**src/rtl/p13_serial_tx_cell.sv**
```systemverilog
// Serial transmitter cell: shifts a WIDTH-bit word out MSB first on a divided sclk,
// then strobes latch so the receiver can load its output register.
module p13_serial_tx_cell #(
  parameter int WIDTH  = 8,
  parameter int CLKDIV = 4
) (
  input  logic             clk,
  input  logic             r,
  input  logic [WIDTH-1:0] data,
  input  logic             valid,
  output logic             ready,
  output logic             sclk,
  output logic             sdo,
  output logic             latch,
  output logic             busy
);

  // Divider counts 0..CLKDIV-1 and the bit counter WIDTH-1..0, so neither can wrap.
  localparam int DIV_W = $clog2(CLKDIV + 1);
  localparam int CNT_W = $clog2(WIDTH);
  localparam logic [DIV_W-1:0] DIV_LAST = DIV_W'(CLKDIV - 1);
  localparam logic [CNT_W-1:0] CNT_LOAD = CNT_W'(WIDTH - 1);

  typedef enum logic [1:0] {
    IDLE  = 2'd0,
    LOW   = 2'd1,
    HIGH  = 2'd2,
    LATCH = 2'd3
  } state_t;

  state_t           state_r;
  logic [WIDTH-1:0] shift_r;
  logic [CNT_W-1:0] cnt_r;
  logic [DIV_W-1:0] div_r;
  logic             phase_end_s;

  assign phase_end_s = (div_r == DIV_LAST);

  // Frame sequencer: every output is a register updated alongside the state.
  always_ff @(posedge clk or posedge r) begin
    if (r) begin
      state_r <= IDLE;
      shift_r <= {WIDTH{1'b0}};
      cnt_r   <= {CNT_W{1'b0}};
      div_r   <= {DIV_W{1'b0}};
      ready   <= 1'b1;
      busy    <= 1'b0;
      sclk    <= 1'b0;
      sdo     <= 1'b0;
      latch   <= 1'b0;
    end else begin
      case (state_r)
        IDLE: begin
          if (valid && ready) begin
            shift_r <= data;
            cnt_r   <= CNT_LOAD;
            div_r   <= {DIV_W{1'b0}};
            sdo     <= data[WIDTH-1];
            ready   <= 1'b0;
            busy    <= 1'b1;
            state_r <= LOW;
          end
        end
        LOW: begin
          if (phase_end_s) begin
            div_r   <= {DIV_W{1'b0}};
            sclk    <= 1'b1;
            state_r <= HIGH;
          end else begin
            div_r <= div_r + DIV_W'(1);
          end
        end
        HIGH: begin
          if (phase_end_s) begin
            div_r <= {DIV_W{1'b0}};
            sclk  <= 1'b0;
            if (cnt_r != {CNT_W{1'b0}}) begin
              // sdo moves only here, a full half-period ahead of the next sclk rise.
              cnt_r   <= cnt_r - CNT_W'(1);
              shift_r <= shift_r << 1;
              sdo     <= shift_r[WIDTH-2];
              state_r <= LOW;
            end else begin
              latch   <= 1'b1;
              state_r <= LATCH;
            end
          end else begin
            div_r <= div_r + DIV_W'(1);
          end
        end
        LATCH: begin
          if (phase_end_s) begin
            div_r   <= {DIV_W{1'b0}};
            latch   <= 1'b0;
            busy    <= 1'b0;
            ready   <= 1'b1;
            state_r <= IDLE;
          end else begin
            div_r <= div_r + DIV_W'(1);
          end
        end
        default: begin
          div_r   <= {DIV_W{1'b0}};
          ready   <= 1'b1;
          busy    <= 1'b0;
          sclk    <= 1'b0;
          latch   <= 1'b0;
          state_r <= IDLE;
        end
      endcase
    end
  end

endmodule


```
**config.mk**
```make
export PLATFORM = sky130hd
export DESIGN_NAME = p13_serial_tx_cell
export DESIGN_NICKNAME = d
export VERILOG_FILES = /design/src/rtl/p13_serial_tx_cell.sv
export SDC_FILE = /design/constraint.sdc
export NUM_CORES = 1
export LEC_CHECK = 0
export CORE_MARGIN = 1
export CORE_UTILIZATION = 25
export DETAILED_ROUTE_END_ITERATION = 10
export PLACE_DENSITY = 0.41
export SYNTH_ARGS = -nofsm -noshare
export SYNTH_HDL_FRONTEND = slang
export SYNTH_SLANG_ARGS = --single-unit
```
**constraint.sdc**
```tcl
create_clock -name clk -period 2.7 [get_ports clk]
set_clock_uncertainty 0.05 [all_clocks]
set_input_delay 0.54 -clock clk [delete_from_list [all_inputs] [get_ports clk]]
set_output_delay 0.54 -clock clk [all_outputs]
set_load 0.01 [all_outputs]
```
* Yosys cells after proc, flatten, opt, wreduce, memory -nomap -nowiden *
Index checks and enable logic that the tools add are counted.

cells by class
  add/sub/neg operators = 2
  eq/ne operators = 10
  multiplexer cells = 31
  reduce and logical (&&, ||, !) cells = 13

operators with widths
  kind                                                                number
  7-bit two-way mux                                                   3
  3-bit two-way mux                                                   5
  7-bit one-hot mux with 2 select lines                               1
  2-bit != test, second input constant                                6
  3-bit one-hot mux with 2 select lines                               2
  4-bit AND reduction                                                 3
  2-bit two-way mux                                                   5
  1-bit one-hot mux with 2 select lines                               5
  1-bit two-way mux                                                   9
  2-bit one-hot mux with 4 select lines                               1
  2-bit nonzero test                                                  4
  3-bit AND reduction                                                 2
  2-bit == test, second input constant                                2
  3-bit by 1-bit adder with 3-bit output, second input constant       1
  3-bit by 2-bit == test with 1-bit output, second input constant     1
  3-bit nonzero test                                                  1
  3-bit OR reduction                                                  1
  3-bit by 1-bit subtractor with 3-bit output, second input constant  1
  2-bit by 1-bit == test with 1-bit output, second input constant     1
  2-bit zero test                                                     1
  1-bit logical AND                                                   1

storage, ports and cells
  bits in registers = 20
  output and inout port bits = 5

* Depth between registers and ports, before layout *
  depth after elaboration = 4
  gate-level depth with buffers = 6

* Worst setup path before layout *
OpenSTA, ideal clock, no wires.

  path type = register -> register
  start = reg div_r[0]
  end = reg cnt_r[1]
  library setup time = 125 ps
  arrival time = 1423 ps
  slack = 1102 ps
  cell stages (with the launch flop) = 6
  period minus slack after synthesis = 1598 ps
  path through = dfrtp_1 > ha_1 > nor2b_1 > a31o_1 > buf_6 > mux2_4

between the ends
  word-level cells in the longest chain between the ends = 3

ends and longest elaborated chain
  what                                      RTL line  source
  start: declaration                        34        logic [DIV_W-1:0] div_r;
  start signal: assignment                  45        div_r <= {DIV_W{1'b0}};
  start signal: assignment                  57        div_r <= {DIV_W{1'b0}};
  start signal: assignment                  66        div_r <= {DIV_W{1'b0}};
  3-bit by 2-bit == test with 1-bit output  37        assign phase_end_s = (div_r == DIV_LAST);
  2-bit != test (no source line)            n/a
  4-bit AND reduction (no source line)      n/a
  end signal: assignment                    44        cnt_r <= {CNT_W{1'b0}};
  end signal: assignment                    79        cnt_r <= cnt_r - CNT_W'(1);
  end: declaration                          33        logic [CNT_W-1:0] cnt_r;

Every way passes these cells.
A chain may end at the register's enable or synchronous reset.

* Final worst setup path *
  start = reg ready
  end = out ready

RTL lines
  what                      RTL line  source
  start: declaration        11        output logic ready,
  start signal: assignment  46        ready <= 1'b1;
  start signal: assignment  59        ready <= 1'b0;
  start signal: assignment  96        ready <= 1'b1;

No word-level cell between the ends.

==> qor.yml <==
status:
  status: "finished clean"
worst_setup_path:
  r2r-start: "state_r[1]"
  critPathSlowestCell: "dfstp_2"
  worstSetupPathType: "register to primary output"
  cp_cell_sequence: "clkdlybuf4s50_1"
  r2r.worst_path.cells: 4
  r2r_slack_ps: 940
  start_kind: "register"
  r2r-end: "cnt_r[1]"
  crit_buf_inv: 1
  critPathTopFamily: "flip-flops"
  worst_setup_path_startpoint: "ready"
  cpPeakStageDelay_ps: 550
  crit_path_end_kind: "primary output"
  cp.arrival_ps: 1340
  cp_max_fo: 4
  crit_required_ps: 2110
die:
  die_x_um: 66.9
  core_sq_um: 4030
  io_pins: 16
  die_y_um: 66.9
  start_util_pct: 26.1
  rows: 23
  die-area_sq_um: 4470
place:
  place_congestion: 0.710
  place_ws_ps: 565
  dp_cells: 151
  port_buffers: 15
  dpl-instance-area_sq_um: 1240
  hpwl_um: 1480
route:
  drtPass1Iterations: 4
  drt-total-wl_um: 2020
  wl_met2_um: 968
  ant_nets: 0
  wl_met1_um: 933
  avgRoutedWirePerCell_um: 13.1
  wl_met3_um: 89
  vias: 709
  vias_per_cell: 4.57
  drc_errors: 0
  drtIter0Drc: 36
  dr.max_layer_used: "met4"
sta:
  hold_viol_final: 0
  fin_tns_setup_ps: 0
  setup_ws_ps: 770
  period_share_pct: 71.5
  period_minus_slack_ps: 1930
  worst_pin_slew_ps: 776
  max-slew-margin-rel_pct: 48.2
  drv_slew: 0
  rsz0062_at_grt: "false"
  finalSetupViolCount: 0
  max_freq_mhz: 518
synth:
  yosysUniqueCellTypes: 30
  synth_cells: 88
  yosysWarnings: 0
  synth_edf_count: 0
  synthFlopType: "dfrtp_1"
  avgSynthCellArea_sq_um: 12.0
  ys_ff_latch: 20
  syn_nets: 102
  ys_seq_area_share_pct: 47.7
  async_flop_share_pct: 100
  synth_area_sq_um: 1050
grt:
  grt.total_usage_pct: 11.0
  grt_pass1_wl_um: 3570
  antenna_found_initial: 0
  grt_pass1_vias: 771
  grt_max_degree: 21
  grt_overflow_total: 0
final_layout:
  nets: 120
  multi_input_area_sq_um: 493
  regArea_sq_um: 502
  fill_cells: 427
  stdcell_area_sq_um: 1290
  final_cell_mix: "19 x dfrtp_1, 15 x clkdlybuf4s50_1, 8 x mux2_4"
  layout.cells.non_filler: 155
  layout_commonest_cell: "dfrtp_1"
  drive_gt1_share_pct: 22.9
  area_delta_synth_final_pct: 22.2
  num_antenna_cells: 0
clock_tree:
  root_buffer: "clkbuf_8"
  clkSinkCount: 20
  post-cts-setup-buffers: 0
  cts_buffers: 3
  htree_levels: 1
  cts_hold_buf: 0
  cts.clk_slew.worst_paths_ps: 70
  cts_resized: 0
  clk_latency_ps: 260
  ctsLongestPathBuffers: 2
  cts_tree: "done"
power:
  pwr-share-clk_pct: 16.3
  p_leak_nw: 0.551
  peakVddDrop_uv: 243
  power_frac_seq_pct: 43.9
  powerDensity_nw_per_um2: 960
  power.share.combinational_pct: 39.8
  finalPower_w: 0.00123
  power_switching_w: 0.000397
  p_sw_share_pct: 32.2
  p_int_w: 0.000837
hold_path:
  hold_class: "register to register"
  timing.hold.worst.start: "busy"
  min_to: "busy"
  hold_path_depth: 1
job:
  drv_cap: 0
[worst max path at each step]
stage | end | slack [ps] | cells after the start
after floorplan | cnt_r[1] | 1100 | 5
after global placement | shift_r[2] | 590 | 5
after detailed placement | shift_r[1] | 560 | 5
after CTS | ready | 750 | 1
after global routing | ready | 730 | 1
final | ready | 770 | 1
[cells in the mapped netlist, drive strengths merged (3+ instances only)]
cell type,count,area share (%)
dfrtp,19,45
ha,3,3.6
buf,4,3.7
nor2,5,1.8
nand3,4,1.9
nand2,5,1.8
o21ai,6,2.9
nand2b,3,2.5
inv,5,1.8
mux2,15,19
[cells by family (layout without fill, tap and decap cells)]
family	count (synthesis)	count (layout)	share of synthesized area, %
AOI/OAI and AO/OA	16	16	10.2
muxes	16	16	19.9
buffers and inverters	9	26	5.47
adders and majority gates	3	3	3.57
DFF	20	20	47.7
and+or+nand+nor	24	24	13.2
[per-stage QoR]
| stage | hold WS, ps | util, % |
|---|---|---|
| after CTS | 445 | 31.9 |
| final | 438 | 31.9 |
| after floorplan | 413 | - |
| after global routing | 468 | 31.9 |
| after detailed placement | 424 | 30.8 |
| after global placement | 426 | 30.8 |
[layer usage]
metal	global-route usage (%)	up-vias
met4	4.79	0
li1	-	339
met1	13.0	351
met3	2.74	4
met5	0	-
met2	18.8	15
[power by group through the flow]
stage	combinational (W)	sequential, W	clock [W]
CTS	0.000503	0.000545	0.000209
detailed placement	0.000500	0.000549	0
finish	0.000492	0.000542	0.000201
global route	0.000547	0.000568	0.000222
floorplan	0.000411	0.000506	0
global placement	0.000491	0.000547	0
[final cells by class]
class                           count  area share (%)
Clock buffer                        4            3.50
Sequential cell                    20            39.0
Timing Repair Buffer               17            12.8
Multi-Input combinational cell     59            38.3
Tap cell                           50            4.86
Inverter                            5            1.46
[registers in the layout, indices dropped and copies added (netlist names)]
signal,count
busy,1
ready,1
sclk,1
div_r,3
sdo,1
state_r,2
cnt_r,3
latch,1
shift_r,7
(Power assumes the default switching activity.)
